## src/rtl/icm42688_spi_periph.sv

```systemverilog
// icm42688_spi_periph
// SPI mode-0 responder that emulates the ICM-42688 register interface, used in
// place of the real sensor for hardware-in-loop and loopback self-test builds.
// A 128-byte register file supports burst read/write with address auto-increment.
// Sensor data registers 0x1D-0x2A are read-only and are loaded from the parallel
// inputs when chip select is asserted.
//
// Ports:
//   clk_i, rst_ni              system clock, async active-low reset
//   spi_sck_i/cs_n_i/mosi_i    SPI pins from the master (oversampled in clk_i)
//   spi_miso_o                 peripheral-out data
//   temp_i, accel_*_i, gyro_*_i  16-bit signed sensor samples
//   whoami_force_bad_i         makes register 0x75 read 8'hFF
//   wr_strobe_o/addr_o/data_o  one-cycle report of each committed write byte
//   busy_o                     high while synchronized CS_n is low
module icm42688_spi_periph #(
  parameter logic [7:0]  WHOAMI_VAL  = 8'h47,
  parameter int unsigned SYNC_STAGES = 2
) (
  input  logic        clk_i,
  input  logic        rst_ni,
  input  logic        spi_sck_i,
  input  logic        spi_cs_n_i,
  input  logic        spi_mosi_i,
  output logic        spi_miso_o,
  input  logic [15:0] temp_i,
  input  logic [15:0] accel_x_i,
  input  logic [15:0] accel_y_i,
  input  logic [15:0] accel_z_i,
  input  logic [15:0] gyro_x_i,
  input  logic [15:0] gyro_y_i,
  input  logic [15:0] gyro_z_i,
  input  logic        whoami_force_bad_i,
  output logic        wr_strobe_o,
  output logic [6:0]  wr_addr_o,
  output logic [7:0]  wr_data_o,
  output logic        busy_o
);

  localparam logic [6:0] AddrWhoami = 7'h75;
  localparam logic [6:0] AddrSnapLo = 7'h1D;
  localparam logic [6:0] AddrSnapHi = 7'h2A;

  typedef enum logic [1:0] {StIdle, StCmd, StRd, StWr} state_e;

  // Synchronizers and edge detection
  logic [SYNC_STAGES-1:0] r_sck_sync, r_mosi_sync, r_cs_sync;
  logic                   r_sck_prev, r_cs_prev;
  logic                   w_sck, w_mosi, w_cs_n;
  logic                   w_sck_rise, w_sck_fall, w_cs_fall, w_cs_rise;

  always_ff @(posedge clk_i or negedge rst_ni) begin
    if (!rst_ni) begin
      r_sck_sync  <= '0;
      r_mosi_sync <= '0;
      r_cs_sync   <= '1; // idle-high so reset never looks like a CS fall
      r_sck_prev  <= 1'b0;
      r_cs_prev   <= 1'b1;
    end else begin
      r_sck_sync  <= {r_sck_sync[SYNC_STAGES-2:0], spi_sck_i};
      r_mosi_sync <= {r_mosi_sync[SYNC_STAGES-2:0], spi_mosi_i};
      r_cs_sync   <= {r_cs_sync[SYNC_STAGES-2:0], spi_cs_n_i};
      r_sck_prev  <= w_sck;
      r_cs_prev   <= w_cs_n;
    end
  end

  assign w_sck      = r_sck_sync[SYNC_STAGES-1];
  assign w_mosi     = r_mosi_sync[SYNC_STAGES-1];
  assign w_cs_n     = r_cs_sync[SYNC_STAGES-1];
  assign w_sck_rise = w_sck & ~r_sck_prev;
  assign w_sck_fall = ~w_sck & r_sck_prev;
  assign w_cs_fall  = ~w_cs_n & r_cs_prev;
  assign w_cs_rise  = w_cs_n & ~r_cs_prev;

  // State
  state_e      r_state, w_state_next;
  logic [2:0]  r_bit_cnt, w_bit_cnt_next;
  logic [6:0]  r_addr, w_addr_next;
  logic [7:0]  r_tx, w_tx_next;
  logic [7:0]  r_rx, w_rx_next;
  logic [7:0]  r_regs [128];
  logic        r_wr_strobe;
  logic [6:0]  r_wr_addr;
  logic [7:0]  r_wr_data;

  logic        w_last_bit, w_commit, w_snapshot;
  logic [7:0]  w_rx_byte;
  logic [6:0]  w_addr_inc;
  logic [7:0]  w_rd_cmd, w_rd_inc;

  function automatic logic is_writable(input logic [6:0] a);
    return !((a == AddrWhoami) || ((a >= AddrSnapLo) && (a <= AddrSnapHi)));
  endfunction

  assign w_last_bit = w_sck_rise && (r_bit_cnt == 3'd7);
  assign w_rx_byte  = {r_rx[6:0], w_mosi};
  assign w_addr_inc = r_addr + 7'd1;

  // Read data for the command address and for the next burst address
  assign w_rd_cmd = ((w_rx_byte[6:0] == AddrWhoami) && whoami_force_bad_i) ? 8'hFF
                                                                           : r_regs[w_rx_byte[6:0]];
  assign w_rd_inc = ((w_addr_inc == AddrWhoami) && whoami_force_bad_i) ? 8'hFF
                                                                       : r_regs[w_addr_inc];

  always_ff @(posedge clk_i or negedge rst_ni) begin
    if (!rst_ni) begin
      r_state   <= StIdle;
      r_bit_cnt <= 3'd0;
      r_addr    <= 7'd0;
      r_tx      <= 8'd0;
      r_rx      <= 8'd0;
    end else begin
      r_state   <= w_state_next;
      r_bit_cnt <= w_bit_cnt_next;
      r_addr    <= w_addr_next;
      r_tx      <= w_tx_next;
      r_rx      <= w_rx_next;
    end
  end

  always_comb begin
    w_state_next   = r_state;
    w_bit_cnt_next = r_bit_cnt;
    w_addr_next    = r_addr;
    w_tx_next      = r_tx;
    w_rx_next      = r_rx;
    w_commit       = 1'b0;
    w_snapshot     = 1'b0;
    // CS rise is checked first so it beats a coincident 8th SCK rise
    if (w_cs_rise) begin
      w_state_next   = StIdle;
      w_bit_cnt_next = 3'd0;
    end else if (w_cs_fall) begin
      w_snapshot     = 1'b1;
      w_bit_cnt_next = 3'd0;
      w_state_next   = StCmd;
    end else begin
      unique case (r_state)
        StIdle: ;
        StCmd: begin
          if (w_sck_rise) begin
            w_rx_next      = w_rx_byte;
            w_bit_cnt_next = r_bit_cnt + 3'd1;
            if (w_last_bit) begin
              w_addr_next = w_rx_byte[6:0];
              if (w_rx_byte[7]) begin
                w_tx_next    = w_rd_cmd;
                w_state_next = StRd;
              end else begin
                w_state_next = StWr;
              end
            end
          end
        end
        StRd: begin
          // No shift on the first fall of a byte: the MSB was loaded by the reload
          if (w_sck_fall && (r_bit_cnt != 3'd0)) w_tx_next = {r_tx[6:0], 1'b0};
          if (w_sck_rise) begin
            w_bit_cnt_next = r_bit_cnt + 3'd1;
            if (w_last_bit) begin
              w_addr_next = w_addr_inc;
              w_tx_next   = w_rd_inc;
            end
          end
        end
        StWr: begin
          if (w_sck_rise) begin
            w_rx_next      = w_rx_byte;
            w_bit_cnt_next = r_bit_cnt + 3'd1;
            if (w_last_bit) begin
              w_addr_next = w_addr_inc;
              w_commit    = is_writable(r_addr);
            end
          end
        end
        default: w_state_next = StIdle;
      endcase
    end
  end

  // Register file: snapshot at CS fall, commits from write bursts
  always_ff @(posedge clk_i or negedge rst_ni) begin
    if (!rst_ni) begin
      for (int i = 0; i < 128; i++) begin
        r_regs[i] <= (i == 32'h75) ? WHOAMI_VAL : 8'h00;
      end
    end else if (w_snapshot) begin
      r_regs[7'h1D] <= temp_i[15:8];
      r_regs[7'h1E] <= temp_i[7:0];
      r_regs[7'h1F] <= accel_x_i[15:8];
      r_regs[7'h20] <= accel_x_i[7:0];
      r_regs[7'h21] <= accel_y_i[15:8];
      r_regs[7'h22] <= accel_y_i[7:0];
      r_regs[7'h23] <= accel_z_i[15:8];
      r_regs[7'h24] <= accel_z_i[7:0];
      r_regs[7'h25] <= gyro_x_i[15:8];
      r_regs[7'h26] <= gyro_x_i[7:0];
      r_regs[7'h27] <= gyro_y_i[15:8];
      r_regs[7'h28] <= gyro_y_i[7:0];
      r_regs[7'h29] <= gyro_z_i[15:8];
      r_regs[7'h2A] <= gyro_z_i[7:0];
    end else if (w_commit) begin
      r_regs[r_addr] <= w_rx_byte;
    end
  end

  // Write report, one clk_i after the synchronized 8th rise
  always_ff @(posedge clk_i or negedge rst_ni) begin
    if (!rst_ni) begin
      r_wr_strobe <= 1'b0;
      r_wr_addr   <= 7'd0;
      r_wr_data   <= 8'd0;
    end else begin
      r_wr_strobe <= w_commit;
      if (w_commit) begin
        r_wr_addr <= r_addr;
        r_wr_data <= w_rx_byte;
      end
    end
  end

  assign wr_strobe_o = r_wr_strobe;
  assign wr_addr_o   = r_wr_addr;
  assign wr_data_o   = r_wr_data;
  assign busy_o      = ~w_cs_n;
  assign spi_miso_o  = (r_state == StRd) & r_tx[7];

endmodule

```

## config.mk

```make
export PLATFORM = sky130hd
export DESIGN_NAME = icm42688_spi_periph
export DESIGN_NICKNAME = d
export VERILOG_FILES = /design/src/rtl/icm42688_spi_periph.sv
export SDC_FILE = /design/constraint.sdc
export NUM_CORES = 2
export LEC_CHECK = 0
export BUFFER_PORTS_ARGS = -buffer_cell sky130_fd_sc_hd__buf_2
export CAP_MARGIN = 20
export CORE_MARGIN = 4
export CORE_UTILIZATION = 50
export DETAILED_ROUTE_END_ITERATION = 6
export HOLD_SLACK_MARGIN = 0.03
export PLACE_DENSITY = 0.64
export SLEW_MARGIN = 20
export SYNTH_ARGS = -nofsm -noshare
export SYNTH_HDL_FRONTEND = slang
export SYNTH_SLANG_ARGS = --single-unit
```

## constraint.sdc

```tcl
create_clock -name clk_i -period 6.65 [get_ports clk_i]
set_clock_uncertainty 0.2 [all_clocks]
set_input_delay 1.995 -clock clk_i [delete_from_list [all_inputs] [get_ports clk_i]]
set_output_delay 1.995 -clock clk_i [all_outputs]
set_load 0.03 [all_outputs]
```

# Yosys cells after proc, flatten, opt, wreduce, memory -nomap -nowiden
# Index checks and enable logic that the tools add are counted.
# classes
n_addsub,2
n_lt_le_gt_ge,6
n_eq_ne,12
mux,42
bitwise,15
reduce_logical,25
# ops
cell,count
bitwise mux 1024 bit,1
two-way mux 792 bit,1
binary-select mux 8 bit (select 7 bit),2
two-way mux 112 bit,1
two-way mux 8 bit,13
demux 8 bit (select 7 bit),1
two-way mux 7 bit,4
">= comparator 8 bit, second input constant",3
NOT 7 -> 8 bit,3
"== test 7 bit, second input constant",3
one-hot mux 8 bit (2 select lines),1
nonzero test 3 bit,5
one-hot mux 7 bit (2 select lines),1
two-way mux 3 bit,4
two-way mux 2 bit,5
"< comparator 8 x 1 -> 1 bit, second input constant",1
two-way mux 1 bit,8
"adder 7 x 1 -> 7 bit, second input constant",1
">= comparator 7 x 5 -> 1 bit, second input constant",1
"<= comparator 7 x 6 -> 1 bit, second input constant",1
NOT 1 bit,7
AND reduction 7 bit,1
logical AND 1 bit,6
"!= test 2 bit, second input constant",3
other kinds (15),25
# word_totals
register_bits,1075
in_bits,118
output_inout_bits,18
elab_cells,243

# Depth between registers and ports, before layout
# depth
depth_word,11
ltp_mapped,16
depth_no_buf,9

# Worst setup path after synthesis
# OpenSTA, ideal clock, no wires.
# synth_path
kind,register -> register
startpoint,register r_addr[0]
endpoint,register r_tx[0]
setup_ns,0.118
arrival_ns,3.281
required_time_ns,6.332
setup_slack_ns,3.051
path_stages_with_launch,14
path_cell_list,dfrtp_1 buf_2 buf_4 inv_1 clkbuf_1 ha_1 buf_2 buf_2 clkbuf_1 mux4_2 mux4_2 nand3_1 o2111ai_1 a21o_1
# synth_via
elab_chain_len,9
# synth_rtl
item,line_no,source
from (decl),79,"logic [6:0] r_addr, w_addr_next;"
from (signal assigned),116,r_addr <= w_addr_next;
adder 7 x 1 -> 7 bit (*),98,assign w_addr_inc = r_addr + 7'd1;
NOT 7 -> 8 bit (implied by the code),104,: r_regs[w_addr_inc];
binary-select mux 8 bit (select 7 bit),104,
two-way mux 8 bit (implied by the code) (2 in series),104,
two-way mux 8 bit (*),103,assign w_rd_inc = ((w_addr_inc == AddrWhoami) && whoami_force_bad_i) ? 8'hFF
two-way mux 8 bit (*),161,if (w_last_bit) begin
two-way mux 8 bit (*),159,if (w_sck_rise) begin
one-hot mux 8 bit (2 select lines) (*),139,unique case (r_state)
to (signal assigned),117,r_tx <= w_tx_next;
to (decl),80,"logic [7:0] r_tx, w_tx_next;"
# Every way passes the cells marked *; elsewhere a longest branch is shown, timed or not. The select of a mux whose other input is x is not followed.
# A chain may end at the register's enable or synchronous reset.

# Worst setup path after layout
# layout_path
startpoint,register r_addr[0]
endpoint,register r_regs[18] (netlist bit)
# layout_via
elab_chain_len,10
# layout_rtl
item,line_no,source
>= comparator 7 x 5 -> 1 bit / <= comparator 7 x 6 -> 1 bit (equally long branches),93,return !((a == AddrWhoami) || ((a >= AddrSnapLo) && (a <= AddrSnapHi)));
logical AND 1 bit,93,
logical OR 1 bit,93,
zero test 1 bit,93,
two-way mux 1 bit,171,if (w_last_bit) begin
two-way mux 1 bit,168,if (w_sck_rise) begin
two-way mux 1 bit,139,
two-way mux 1 bit,134,end else if (w_cs_fall) begin
two-way mux 1 bit,131,if (w_cs_rise) begin
AND reduction 2 bit (no source line),--,
"to (signal, indexed assignment)",186,r_regs[i] <= (i == 32'h75) ? WHOAMI_VAL : 8'h00;
"to (signal, indexed assignment)",189,r_regs[7'h1D] <= temp_i[15:8];
"to (signal, indexed assignment)",190,r_regs[7'h1E] <= temp_i[7:0];
to (decl),82,logic [7:0] r_regs [128];
# Several ways; a longest one is shown, not always the timed one.

==> results.cfg <==
[drt]
drc_errors = 0
drtPass1Iterations = 5
routedWlPerCell_um = 32.5
ant_nets = 0
drt-met1-wl_um = 75300
vias_per_cell = 6.76
vias = 37600
wl_met3_um = 14700
wl_met2_um = 82100
wl_um = 180000
top_layer_used = met5
drt_iter0_markers = 3580

[worst_setup_path]
worstPathRequired_ns = 7.04
rr_endpoint = r_regs[18]
slowest_stage = or3_2
path_class = register to register
reg2reg_slack_ns = 1.76
cpPeakStageDelay_ns = 0.97
worstPathArrival_ns = 5.28
cp-end-kind = register
cp_cell_sequence = inv_1 > ha_1 > nor2b_1 > o21ai_0 > a21oi_1 > o2111ai_1 > or3_2 > nor2_2 > mux2_2
worstPathMaxFanout = 26
r2r_start = r_addr[0]
cp-start-kind = register
r2r_cells = 9

[clock_network]
clk_pin_slew_ns = 0.06
root_buffer = clkbuf_16
numCtsBuffers = 119
post_cts_buffers = 0
hold_buffers = 0
post_cts_resized = 0
cts_buffer_depth = 3
clock_sinks = 1075
cts_tree = built
clk-insertion-delay-late_ns = 0.73
htreeDepth = 3

[timing]
finalSetupTns_ns = 0
finalCritPeriodShare = 0.736
rsz0062_at_grt = no
finalSetupViolCount = 0
hold_viol = 0
worst_slew_pin_slew_ns = 1.19
slew_headroom = 0.205
finalWorstSetupSlack_ns = 1.76
slew_violations = 0
clock.fmax_mhz = 204
finalCriticalPeriod_ns = 4.89

[cells_and_area]
multi_input_area_mm2 = 0.0298
final_nets = 4076
register_area_mm2 = 0.0269
syn2layout_area_growth_pct = 10.6
drive_above_1_share = 0.529
fill_cells = 9172

[synth]
synth_seq_area_share = 0.462
ys_warn_count = 0
syn_area_per_cell_um2 = 14.8
synth_ff_type = dfrtp_1
synth.distinct_cells = 68
syn_inst = 3930
ys_ff_latch = 1075
async_flop_share = 1.00
syn_area_mm2 = 0.0583
syn_nets = 4057
synth_edf_count = 0

[floorplan]
core_area_mm2 = 0.115
initial_core_util = 0.507
io_pins = 136
die_h_um = 349
rows = 124
die_x_um = 349
die-area_mm2 = 0.122

[min_path]
holdPathEnd = r_mosi_sync[1]
min_path_cells = 0
hp-start = r_mosi_sync[0]
min_path_type = register to register

[pwr]
powerDensity_mw_per_mm2 = 261
p_leak_nw = 27.8
peakVddDrop_mv = 0.253

[placement]
numPortBuffers = 135
dp_slack_ns = 1.82
dpl.hpwl_um = 118000
gp_congestion = 0.936

[global_routing]
grt-ovfl-total = 0
grt_antenna_before_repair = 7
grtUsageTotal = 0.298
grt_max_degree = 121
grt_pass1_vias = 38100
grt_pass1_wl_um = 270000

[outcome]
status = finished, final reports clean

[flow_run]
cap_violations = 0
-- stage by stage --
| stage | cells | total power [mW] | cell area (µm²) | util | hold WS [ns] |
|---|---|---|---|---|---|
| 2_1_floorplan | 3930 | 8.81 | 58300 | - | 0.131 |
| 3_5_place_dp | 5340 | 10.1 | 60400 | 0.526 | 0.135 |
| 3_3_place_gp | 5340 | 10.1 | 60400 | 0.526 | 0.139 |
| 5_1_grt | 5557 | 17.3 | 64400 | 0.561 | 0.165 |
| 6_report | 5557 | 16.8 | 64400 | 0.561 | 0.146 |
| 4_1_cts | 5556 | 16.9 | 64400 | 0.561 | 0.147 |
-- power by group --
group          switching, mW  internal (mW)  total [mW]
logic                   2.01          0.957        2.96
clock network           2.80           4.01        6.81
registers              0.365           6.67        7.04
-- per-layer routing --
layer  GRT usage  vias to the layer above
li1            -                    15200
met1       0.428                    20300
met2       0.445                     1655
met3      0.0670                      378
met4       0.121                        6
met5           0                        -
-- kinds of logic after synthesis --
group | count (synthesis) | share of synthesized area
buf+inv | 348 | 0.0292
fa+ha+maj | 9 | 0.00193
simple gates | 548 | 0.0507
xor+xnor | 8 | 0.00146
flops | 1075 | 0.462
mux | 1716 | 0.427
compound gates | 226 | 0.0279
-- layout make-up --
cell class / count / share of cell area
Multi-Input combinational cell: 2507 / 0.463
Sequential cell: 1075 / 0.418
Clock buffer: 176 / 0.0539
Tap cell: 1512 / 0.0294
Timing Repair Buffer: 234 / 0.0272
Clock inverter: 40 / 0.00808
Inverter: 12 / 0.000699
Antenna cell: 1 / 0.0000388
-- critical path: cells and delay by family (launching register included) --
kind,cells,cell delay [ns]
buffers and inverters,1,0.49
and+or+nand+nor,3,1.72
AOI/OAI and AO/OA,3,0.79
DFF,1,0.78
muxes,1,0.40
adders and majority gates,1,0.35
-- worst max path at each step --
stage	cells after the start	start	endpoint	slack (ns)
after CTS	9	r_addr[0]	r_regs[985]	1.81
after detailed placement	9	r_addr[0]	r_tx[0]	1.82
after global placement	9	r_addr[0]	r_tx[3]	1.84
after floorplan	13	r_addr[0]	r_tx[0]	3.05
after global routing	8	r_addr[0]	r_tx[4]	1.52
final	9	r_addr[0]	r_regs[18]	1.76
-- cells in the mapped netlist (21+ instances only) --
library cell | instances | share of area
o22ai_1 | 23 | 0.0025
nor2_1 | 56 | 0.0036
mux4_2 | 510 | 0.20
clkbuf_1 | 159 | 0.010
nor2_4 | 59 | 0.011
buf_1 | 21 | 0.0014
nand2_1 | 212 | 0.014
nor2_2 | 52 | 0.0056
o21ai_0 | 39 | 0.0033
nand3_1 | 75 | 0.0064
mux2i_1 | 149 | 0.026
buf_6 | 22 | 0.0043
buf_2 | 108 | 0.0093
mux2_2 | 1054 | 0.20
dfrtp_1 | 1068 | 0.46
buf_4 | 26 | 0.0033
-- sequential cells by signal, summed over array words and instances (netlist names), 2 cells and up --
name and cells:
wr_addr_o 7, r_state 2, r_mosi_sync 2, r_cs_sync 2, r_tx 8, r_sck_sync 2, r_bit_cnt 3, r_regs 1024
r_addr 7, r_rx 7, wr_data_o 8
-- cell usage in the layout, fill, tap and decap left out, types with 9 or more instances in the layout --
cell type and count:
a211oi_1 12, a21oi_1 19, a311oi_1 12, a31oi_1 12
a32oi_1 17, and3_1 9, buf_12 26, buf_2 134
buf_4 73, bufinv_16 11, clkbuf_1 30, clkbuf_16 120
clkbuf_8 26, clkinv_2 22, dfrtp_1 1059, dfrtp_4 9
inv_1 10, mux2_2 1054, mux2i_1 149, mux4_2 510
nand2_1 212, nand3_1 75, nand4_1 19, nor2_1 52
nor2_2 56, nor2_4 59, nor2b_1 15, nor3_1 17
o211ai_1 10, o21ai_0 38, o221ai_1 17, o22ai_1 23
Note: power is estimated with default switching activity, not from simulation.
